<file path="config.mk">
export PLATFORM = sky130hd
export DESIGN_NAME = msad_mv_select
export DESIGN_NICKNAME = d
export VERILOG_FILES = /design/src/rtl/msad_mv_select.sv
export SDC_FILE = /design/constraint.sdc
export NUM_CORES = 1
export LEC_CHECK = 0
export ABC_CLOCK_PERIOD_IN_PS = 3300
export CELL_PAD_IN_SITES_DETAIL_PLACEMENT = 0
export CELL_PAD_IN_SITES_GLOBAL_PLACEMENT = 1
export CORE_MARGIN = 2
export CORE_UTILIZATION = 30
export CTS_CLUSTER_DIAMETER = 100
export CTS_CLUSTER_SIZE = 8
export DETAILED_ROUTE_END_ITERATION = 8
export PLACE_DENSITY = 0.61
export SETUP_SLACK_MARGIN = 0.1
export SLEW_MARGIN = 20
export SYNTH_ARGS = -nofsm -noshare
export SYNTH_HDL_FRONTEND = slang
export SYNTH_SLANG_ARGS = --single-unit
</file>
<file path="constraint.sdc">
create_clock -name clk -period 3.3 [get_ports clk]
set_input_delay 0.33 -clock clk [delete_from_list [all_inputs] [get_ports clk]]
set_output_delay 0.33 -clock clk [all_outputs]
set_load 0.01 [all_outputs]
</file>
<file path="src/rtl/msad_mv_select.sv">
// msad_mv_select: tracks the minimum SAD across one block's batches and emits {SAD, MV}
// through a one-entry valid/ready result register.
module msad_mv_select #(
  parameter int PIXELS_IN_BATCH = 16,
  parameter int NUM_COLS        = 16,
  parameter int SAD_BIT_WIDTH   = 14,
  parameter int MV_BIT_WIDTH    = 6,
  parameter int OFFSET_X        = 8,
  parameter int OFFSET_Y        = 8
) (
  input  logic                           clk,
  input  logic                           rst,
  input  logic                           msad_valid,
  input  logic [SAD_BIT_WIDTH-1:0]       MSAD_interim,
  input  logic [3:0]                     MSAD_index_interim,
  output logic                           out_valid,
  input  logic                           out_ready,
  output logic [SAD_BIT_WIDTH-1:0]       best_sad,
  output logic signed [MV_BIT_WIDTH-1:0] mv_x,
  output logic signed [MV_BIT_WIDTH-1:0] mv_y,
  output logic                           overflow,
  output logic                           busy
);
  localparam int CW = NUM_COLS > 1 ? $clog2(NUM_COLS) : 1;
  localparam logic [CW-1:0] LAST = CW'(NUM_COLS - 1);
  logic                     r_s1_valid;
  logic [SAD_BIT_WIDTH-1:0] r_s1_sad;
  logic [3:0]               r_s1_idx;
  logic [CW-1:0]            r_col_cnt;
  logic [SAD_BIT_WIDTH-1:0] r_run_sad;
  logic [CW-1:0]            r_run_col;
  logic [3:0]               r_run_row;
  logic                     w_take;
  logic                     w_done;
  logic [SAD_BIT_WIDTH-1:0] w_fin_sad;
  logic [CW-1:0]            w_fin_col;
  logic [3:0]               w_fin_row;
  // The first batch of a block always loads, so nothing carries over between blocks.
  always_comb begin
    w_take    = (r_col_cnt == '0) || (r_s1_sad < r_run_sad);
    w_done    = r_s1_valid && (r_col_cnt == LAST);
    w_fin_sad = w_take ? r_s1_sad : r_run_sad;
    w_fin_col = w_take ? r_col_cnt : r_run_col;
    w_fin_row = w_take ? r_s1_idx : r_run_row;
  end
  assign busy = (r_col_cnt != '0) || r_s1_valid;
  always_ff @(posedge clk or negedge rst) begin
    if (!rst) begin
      r_s1_valid <= 1'b0;
      r_s1_sad   <= '0;
      r_s1_idx   <= '0;
      r_col_cnt  <= '0;
      r_run_sad  <= '1;
      r_run_col  <= '0;
      r_run_row  <= '0;
    end else begin
      r_s1_valid <= msad_valid;
      r_s1_sad   <= MSAD_interim;
      r_s1_idx   <= MSAD_index_interim;
      if (r_s1_valid) begin
        r_col_cnt <= (r_col_cnt == LAST) ? '0 : r_col_cnt + 1'b1;
        r_run_sad <= w_fin_sad;
        r_run_col <= w_fin_col;
        r_run_row <= w_fin_row;
      end
    end
  end
  // A completion while the previous result is still unconsumed overwrites it and flags overflow.
  always_ff @(posedge clk or negedge rst) begin
    if (!rst) begin
      out_valid <= 1'b0;
      best_sad  <= '0;
      mv_x      <= '0;
      mv_y      <= '0;
      overflow  <= 1'b0;
    end else if (w_done) begin
      out_valid <= 1'b1;
      best_sad  <= w_fin_sad;
      mv_x      <= MV_BIT_WIDTH'(w_fin_col) - MV_BIT_WIDTH'(OFFSET_X);
      mv_y      <= MV_BIT_WIDTH'(w_fin_row) - MV_BIT_WIDTH'(OFFSET_Y);
      overflow  <= overflow | (out_valid & ~out_ready);
    end else if (out_valid && out_ready) begin
      out_valid <= 1'b0;
    end
  end
  always_ff @(posedge clk) begin
    if (rst && msad_valid)
      assert (32'(MSAD_index_interim) < PIXELS_IN_BATCH);
  end
endmodule
</file>
Word-level counts from Yosys, hierarchy flattened
Index checks and enable logic that the tools add are counted.
{"block": "word_totals", "register_bits": 73, "wordCells": 33}
{"block": "classes", "addsub": 3, "n_lt_le_gt_ge": 1, "reduce_logical": 7, "n_mux": 6, "n_bitwise": 3, "eq_ne": 1}
{"op": "< comparator 14 bit", "count": 1}
{"op": "2-to-1 mux 14 bit", "count": 1}
{"op": "2-to-1 mux 4 bit", "count": 3}
{"op": "subtractor 4 x 4 -> 5 bit (second input constant)", "count": 2}
{"op": "adder 4 x 1 -> 4 bit (second input constant)", "count": 1}
{"op": "== test 4 bit (second input constant)", "count": 1}
{"op": "zero test 4 bit", "count": 1}
{"op": "nonzero test 4 bit", "count": 1}
{"op": "logical AND 1 bit", "count": 2}
{"op": "logical OR 1 bit", "count": 2}
{"op": "2-to-1 mux 1 bit", "count": 2}
{"op": "nonzero test 2 bit", "count": 1}
{"op": "bitwise AND 1 bit", "count": 1}
{"op": "inverter 1 bit", "count": 1}
{"op": "bitwise OR 1 bit", "count": 1}

Longest topological paths before layout
Gate-level depths: netlist (run 1).
{"block": "depth", "ltp_word": 4, "ltp_mapped": 9, "mapped_depth_nobuf": 8}

Worst setup path after synthesis (run 1)
OpenSTA, ideal clock, no wires.
{"block": "synth_path", "path_type": "reg2reg", "from": "register r_run_sad[13]", "to": "register r_run_col[0]", "required_ps": 3175, "period_less_slack_ps": 2299, "stages_incl_launch_ff": 10, "path_buffers": 1, "setup_time_ps": 125, "path_slack_ps": 1001, "arrival_time_ps": 2174, "path_cell_list": "dfstp_2 inv_1 ha_1 nand4_1 nor2_2 and3_1 a221oi_4 o21ai_2 buf_6 mux2_4"}
{"block": "synth_via", "elab_chain_len": 3}
{"item": "start, declared", "line": "30", "text": "logic [SAD_BIT_WIDTH-1:0] r_run_sad;"}
{"item": "start signal, assigned", "line": "62", "text": "r_run_sad <= w_fin_sad;"}
{"item": "< comparator 14 bit", "line": "40", "text": "w_take = (r_col_cnt == '0) || (r_s1_sad < r_run_sad);"}
{"item": "logical OR 1 bit", "line": "40"}
{"item": "2-to-1 mux 4 bit", "line": "43", "text": "w_fin_col = w_take ? r_col_cnt : r_run_col;"}
{"item": "end signal, assigned", "line": "63", "text": "r_run_col <= w_fin_col;"}
{"item": "end, declared", "line": "31", "text": "logic [CW-1:0] r_run_col;"}
Every way passes these cells.
A chain may end at the register's enable or synchronous reset.

Worst setup path in the final report (run 1)
{"block": "layout_path", "from": "register r_run_sad[13]", "to": "register best_sad[11]"}
{"block": "layout_via", "elab_chain_len": 3}
{"item": "< comparator 14 bit", "line": "40"}
{"item": "logical OR 1 bit", "line": "40"}
{"item": "2-to-1 mux 14 bit", "line": "42", "text": "w_fin_sad = w_take ? r_s1_sad : r_run_sad;"}
{"item": "end signal, assigned", "line": "78", "text": "best_sad <= w_fin_sad;"}
{"item": "end, declared", "line": "18", "text": "output logic [SAD_BIT_WIDTH-1:0] best_sad,"}
Every way passes these cells.

==> results.toml, run 1 <==
[logic_synthesis]
synth.net_count = 289
syn_area_um2 = 3100
yosys_register_bits = 69
ys_types = 35
synth_top_area_share_pct = 44.4
synth_cells = 252
yosysSeqAreaShare_pct = 56.2
yosysWarnings = 0
yosys-top-cells-area = "dfrtp_1 (44%), dfstp_2 (12%), mux2_4 (8.7%), ha_1 (6.1%), a31o_2 (5.4%)"
synth_top_cell_by_area = "dfrtp_1"
syn_avg_cell_area_um2 = 12.3

[layout]
final_common_cell = "dfrtp_1"
diodes = 0
drive_gt1_share_pct = 26.7
final_nets = 339
area_delta_synth_final_pct = 27.6
final_core_util_pct = 38.9
mostFrequentLayoutCells = "dfrtp_1 (55), clkdlybuf4s50_1 (49), nand2_1 (36)"

[worst_setup_path]
crit_family = "simple AND/OR/NAND/NOR gates"
worstSetupEndpointType = "flip-flop"
crit_chain = "inv_1, ha_1, nand4_1, nor2_2, and3_1, a221oi_4, buf_4, or2_2, a31o_2"
slowest_delay_ns = 0.53
crit_path_start_kind = "flip-flop"
crit_path_top_delay_cell = "dfstp_2"
required_ns = 3.53
worst-path-buf-inv = 2
worstSetupPathType = "reg2reg"
critPathMaxFanout = 20
arrival_ns = 2.89

[floorplan]
die_y_um = 106
pin_count = 51
fp.coreArea_um2 = 10200
die_width_um = 106
num_rows = 37
dieArea_um2 = 11200
start_util_pct = 30.5

[cts]
cts_resized = 0
hold_buffers = 0
postCtsSetupBuffers = 0
clock-sinks = 69
h-tree-depth = 3
cts_tree = "built"
clk_path_buf_depth = 2
cts_buffers = 9
clk_latency_ns = 0.34
clk_pin_slew_ns = 0.08
cts_root_buffer = "clkbuf_8"

[sta]
drv_slew = 0
period_minus_slack_ns = 2.66
worst_pin_slew_ns = 0.852
max_slew_margin_pct = 43.2
fin_worst_skew_ns = 0.0127
fin_ws_ns = 0.636
finalSetupTns_ns = 0
clock.fmax_mhz = 375
period_share_pct = 80.7
rsz0062_at_grt = "false"
finalSetupViolations = 0
hold_viol = 0

[placement]
io_buffers = 50
dp_hpwl_mm = 4.16
gp_congestion = 0.671
dp_slack_ns = 0.649

[drt]
firstDrtPassIters = 4
viasPerCell = 4.70
routed_wl_mm = 6.28
ant_nets = 0
drt_iter0_drc = 51
drc = 0
wl_per_cell_um = 14.2
vias = 2082

[run]
drv_cap = 0

[grt]
antenna_found_initial = 0
grt.total_usage_pct = 12.3
grt_pass1_vias = 2114
grt_pass1_wl_mm = 10.7
overflow = 0
grt_start_max_net_pins = 70

[pwr]
p_leak_nw = 1.76
ir_drop_uv = 325
p_per_area_nw_per_um2 = 923

[min_path]
hold_class = "in2async"

[run_status]
status = "complete, no violations"
-- area by class of cell --
type,count,area (µm²)
clock buffer,11,131
clock inverter,5,85.1
fill,1020,6230
inverter,15,56.3
multi-input combinational,151,1200
sequential,69,1740
tap,136,170
timing repair buffer,56,566
-- layer usage --
layer | part of all wire [%] | GRT usage, % | vias up
li1 | - | - | 992
met1 | 48 | 16.2 | 1033
met2 | 46 | 19.2 | 45
met3 | 3.9 | 2.72 | 12
met4 | 2.2 | 6.20 | 0
met5 | 0 | 0 | -
-- where the power goes --
part / internal [W] / switching (W) / total, W
sequential: 0.00120 / 0.000194 / 0.00139
clock: 0.000429 / 0.000322 / 0.000750
combinational: 0.000815 / 0.000692 / 0.00151
total: 0.00244 / 0.00121 / 0.00365
-- through the flow --
stage / hold slack [ns] / cells / area (µm²) / total power (W)
6_report: 0.169 / 443 / 3960 / 0.00365
5_1_grt: 0.267 / 443 / 3960 / 0.00393
4_1_cts: 0.214 / 443 / 3960 / 0.00371
3_5_place_dp: 0.470 / 427 / 3740 / 0.00294
3_3_place_gp: 0.463 / 427 / 3740 / 0.00293
2_1_floorplan: 0.0344 / 252 / 3100 / 0.00238
-- path summary, 6_finish.rpt --
| kind | startpoint | endpoint | slack, ns | depth (start not counted) |
|---|---|---|---|---|
| worst max-delay path | r_run_sad[13] | best_sad[11] | 0.64 | 9 |
| worst min-delay path | rst | r_s1_sad[9] | 0.17 | 2 |
| min in group clk | MSAD_interim[10] | r_s1_sad[10] | 0.42 | 1 |
| max in group asynchronous | rst | asynchronous set/reset pin | 2.57 | 2 |
| worst min register to register | mv_x[2] | mv_x[2] | 0.48 | 2 |
| worst max register to register | r_run_sad[13] | best_sad[11] | 0.64 | 9 |
-- kinds of logic after synthesis --
group	synth area share (%)
AOI/OAI and AO/OA	15.7
xor gates and xnor gates	0.282
adders and majority gates	6.05
buffers and inverters	5.00
DFF	56.2
muxes	9.44
and+or+nand+nor	7.26
-- cell usage after synthesis (all sizes together) --
cell and number:
or2 2, nor2 4, buf 10, o221ai 2, a221oi 1, and2 1, nand3 2, xnor2 1
ha 15, nand4 3, o41ai 1, o21bai 1, nand2b 3, mux2 20, dfstp 14, and3 1
clkbuf 7, a32o 2, a31o 19, o21ai 12, a21oi 8, o211ai 1, dfrtp 55, inv 15
a21o 2, o31ai 13, nand2 36, a211oi 1
-- registers in the layout (all words and copies together), names as in the netlist, named ones only --
signal,cells
r_col_cnt,4
mv_x,4
r_run_col,3
out_valid,1
r_run_row,3
best_sad,14
r_s1_idx,4
r_s1_sad,14
r_run_sad,14
r_s1_valid,1
mv_y,4
overflow,1
Power figures use the tool's default switching activity.
==> run 2, diff against run 1 <==
--- a/config.mk
+++ b/config.mk
@@ -5,7 +5,7 @@
 export SDC_FILE = /design/constraint.sdc
 export NUM_CORES = 1
 export LEC_CHECK = 0
-export ABC_CLOCK_PERIOD_IN_PS = 3300
+export ABC_CLOCK_PERIOD_IN_PS = 2500
 export CELL_PAD_IN_SITES_DETAIL_PLACEMENT = 0
 export CELL_PAD_IN_SITES_GLOBAL_PLACEMENT = 1
 export CORE_MARGIN = 2
==> constraint.sdc (replaced) <==
create_clock -name clk -period 2.5 [get_ports clk]
set_input_delay 0.25 -clock clk [delete_from_list [all_inputs] [get_ports clk]]
set_output_delay 0.25 -clock clk [all_outputs]
set_load 0.01 [all_outputs]
==> results.toml, run 2 (synthesized netlist as in run 1, its figures left out) <==
[worst_setup_path]
crit_path_top_delay_cell = "dfstp_2"
slowest_delay_ns = 0.53
crit_family = "compound AO/OA/AOI/OAI gates"
worstSetupPathType = "reg2reg"
crit_start = "r_run_sad[12]"
arrival_ns = 2.55
required_ns = 2.73
r2r_cells = 10
crit_chain = "inv_1, ha_1, nand4_1, nor2_2, buf_4, a221oi_4, o21ai_4, buf_6, buf_4, a32o_1"
path_depth = 10
crit_path_start_kind = "flip-flop"
critPathMaxFanout = 6
r2r_start = "r_run_sad[12]"
worstSetupEndpointType = "flip-flop"
rrSetupSlack_ns = 0.18
cpMostUsedCell = "buf_4"
worst-path-buf-inv = 4
timing.rr.end = "r_run_col[2]"

[layout]
area_delta_synth_final_pct = 33.8
drive_gt1_share_pct = 32.4
mostFrequentLayoutCells = "dfrtp_1 (55), clkdlybuf4s50_1 (49), nand2_1 (36)"
fillers = 1008
diodes = 0
final_nets = 347
final_common_cell = "dfrtp_1"
top_regs = "best_sad: 14 flops, r_run_sad: 14 flops, r_s1_sad: 14 flops"

[cts]
h-tree-depth = 3
cts_root_buffer = "clkbuf_8"
clk_latency_ns = 0.35
clk_path_buf_depth = 2
cts_buffers = 9
cts_tree = "built"
clk_pin_slew_ns = 0.08
clock-sinks = 69

[run_status]
status = "complete, no violations"

[grt]
grt_pass1_wl_mm = 10.8
overflow = 0
grt.total_usage_pct = 12.8
grt_start_max_net_pins = 70
grt_pass1_vias = 2120
antenna_found_initial = 0

[sta]
max_slew_margin_pct = 70.6
worst_pin_slew_ns = 0.441
period_minus_slack_ns = 2.32
period_share_pct = 92.8
clock.fmax_mhz = 431
finalSetupTns_ns = 0
fin_ws_ns = 0.180
hold_viol = 0
finalSetupViolations = 0
rsz0062_at_grt = "false"
drv_slew = 0
fin_worst_skew_ns = 0.00962

[drt]
routed_wl_mm = 6.69
ant_nets = 0
vias = 2101
firstDrtPassIters = 4
drt_iter0_drc = 53
viasPerCell = 4.66
wl_per_cell_um = 14.8
drc = 0

[pwr]
clockPowerShare_pct = 19.9
ir_drop_uv = 411
combPwrFrac_pct = 43.8
p_sw_share_pct = 33.2
internal-power_w = 0.00341
p_leak_nw = 1.82
pwr-share-seq_pct = 36.3
power_switching_w = 0.00169
p_per_area_nw_per_um2 = 1230

[floorplan]
dieArea_um2 = 11200
fp.coreArea_um2 = 10200
pin_count = 51
start_util_pct = 30.5
num_rows = 37
die_y_um = 106
die_width_um = 106

[min_path]
min_from = "MSAD_index_interim[0]"
worstHoldPathCells = 1
min_to = "r_s1_idx[0]"
hold_class = "in2reg"

[placement]
gp_congestion = 0.669
dp_slack_ns = 0.0359
dp_hpwl_mm = 4.05
io_buffers = 50

[run]
drv_cap = 0
## run 2: cell count changes in the layout (fill, tap and decap cells not counted), moves of 2 or more
cell,before,now
inv_1,15,13
clkbuf_1,2,0
a21oi_2,1,3
ha_1,15,10
a21oi_1,7,5
clkinv_2,0,2
ha_4,0,5
buf_4,4,8
inv_2,0,2
## run 2: through the flow
step                power [W]  hold WS, ns  instance area [µm²]  utilization (%)  cells
finish                0.00510        0.334                 4150             40.8    451
CTS                   0.00495        0.312                 4000             39.2    446
global route          0.00546        0.310                 4150             40.8    451
floorplan             0.00315      -0.0456                 3100                -    252
detailed placement    0.00389        0.304                 3750             36.8    428
global placement      0.00387        0.301                 3750             36.8    428
## run 2: worst max path at each step
stage,endpoint
3_3_place_gp,mv_x[1]
5_1_grt,r_run_col[2]
2_1_floorplan,r_run_col[0]
6_report,r_run_col[2]
3_5_place_dp,mv_y[0]
4_1_cts,mv_y[0]
## run 2: repair_timing
action	4_1_cts	5_1_grt
cloned	0	1
hold buffers	1	0
gates resized for setup	2	15
setup endpoints to repair	21	37
pin swaps	2	10
endpoints found under the hold margin	55	0
buffers inserted	1	4
## run 2: cell type report
type	instances	area (µm²)	share of cell area, %
flip-flops and latches	69	1740	42.0
multi-input cells	151	1300	31.3
repair buffers	64	657	15.8
well taps	136	170	4.10
clock buffers	10	138	3.32
clock inverters	6	86.3	2.08
inverters	15	56.3	1.36
## run 2: worst reg2reg max path: stages (launching register included)
cell and delay (ns):
dfstp_2 0.53, inv_1 0.05, ha_1 0.28, nand4_1 0.13, nor2_2 0.07, buf_4 0.14
a221oi_4 0.40, o21ai_4 0.13, buf_6 0.17, buf_4 0.13, a32o_1 0.19
## run 2: layer usage
layer	wire, µm	track usage, %	share of wire, %
met5	0	0	0
met4	200	8.08	3.0
met3	223	2.91	3.3
met2	3100	19.4	46
met1	3160	16.4	47
## run 2: power by group through the flow
stage | clock network, W | logic [W] | registers, W
floorplan | 0 | 0.00127 | 0.00188
global placement | 0 | 0.00200 | 0.00187
detailed placement | 0 | 0.00201 | 0.00187
CTS | 0.00105 | 0.00204 | 0.00186
global route | 0.00109 | 0.00246 | 0.00192
finish | 0.00101 | 0.00223 | 0.00185
==> run 3, diff against run 2 <==
--- a/config.mk
+++ b/config.mk
@@ -5,7 +5,6 @@
 export SDC_FILE = /design/constraint.sdc
 export NUM_CORES = 1
 export LEC_CHECK = 0
-export ABC_CLOCK_PERIOD_IN_PS = 2500
 export CELL_PAD_IN_SITES_DETAIL_PLACEMENT = 0
 export CELL_PAD_IN_SITES_GLOBAL_PLACEMENT = 1
 export CORE_MARGIN = 2
==> results of run 3 <==
Same layout as run 2: the final DEF is identical, and so are final timing and power.
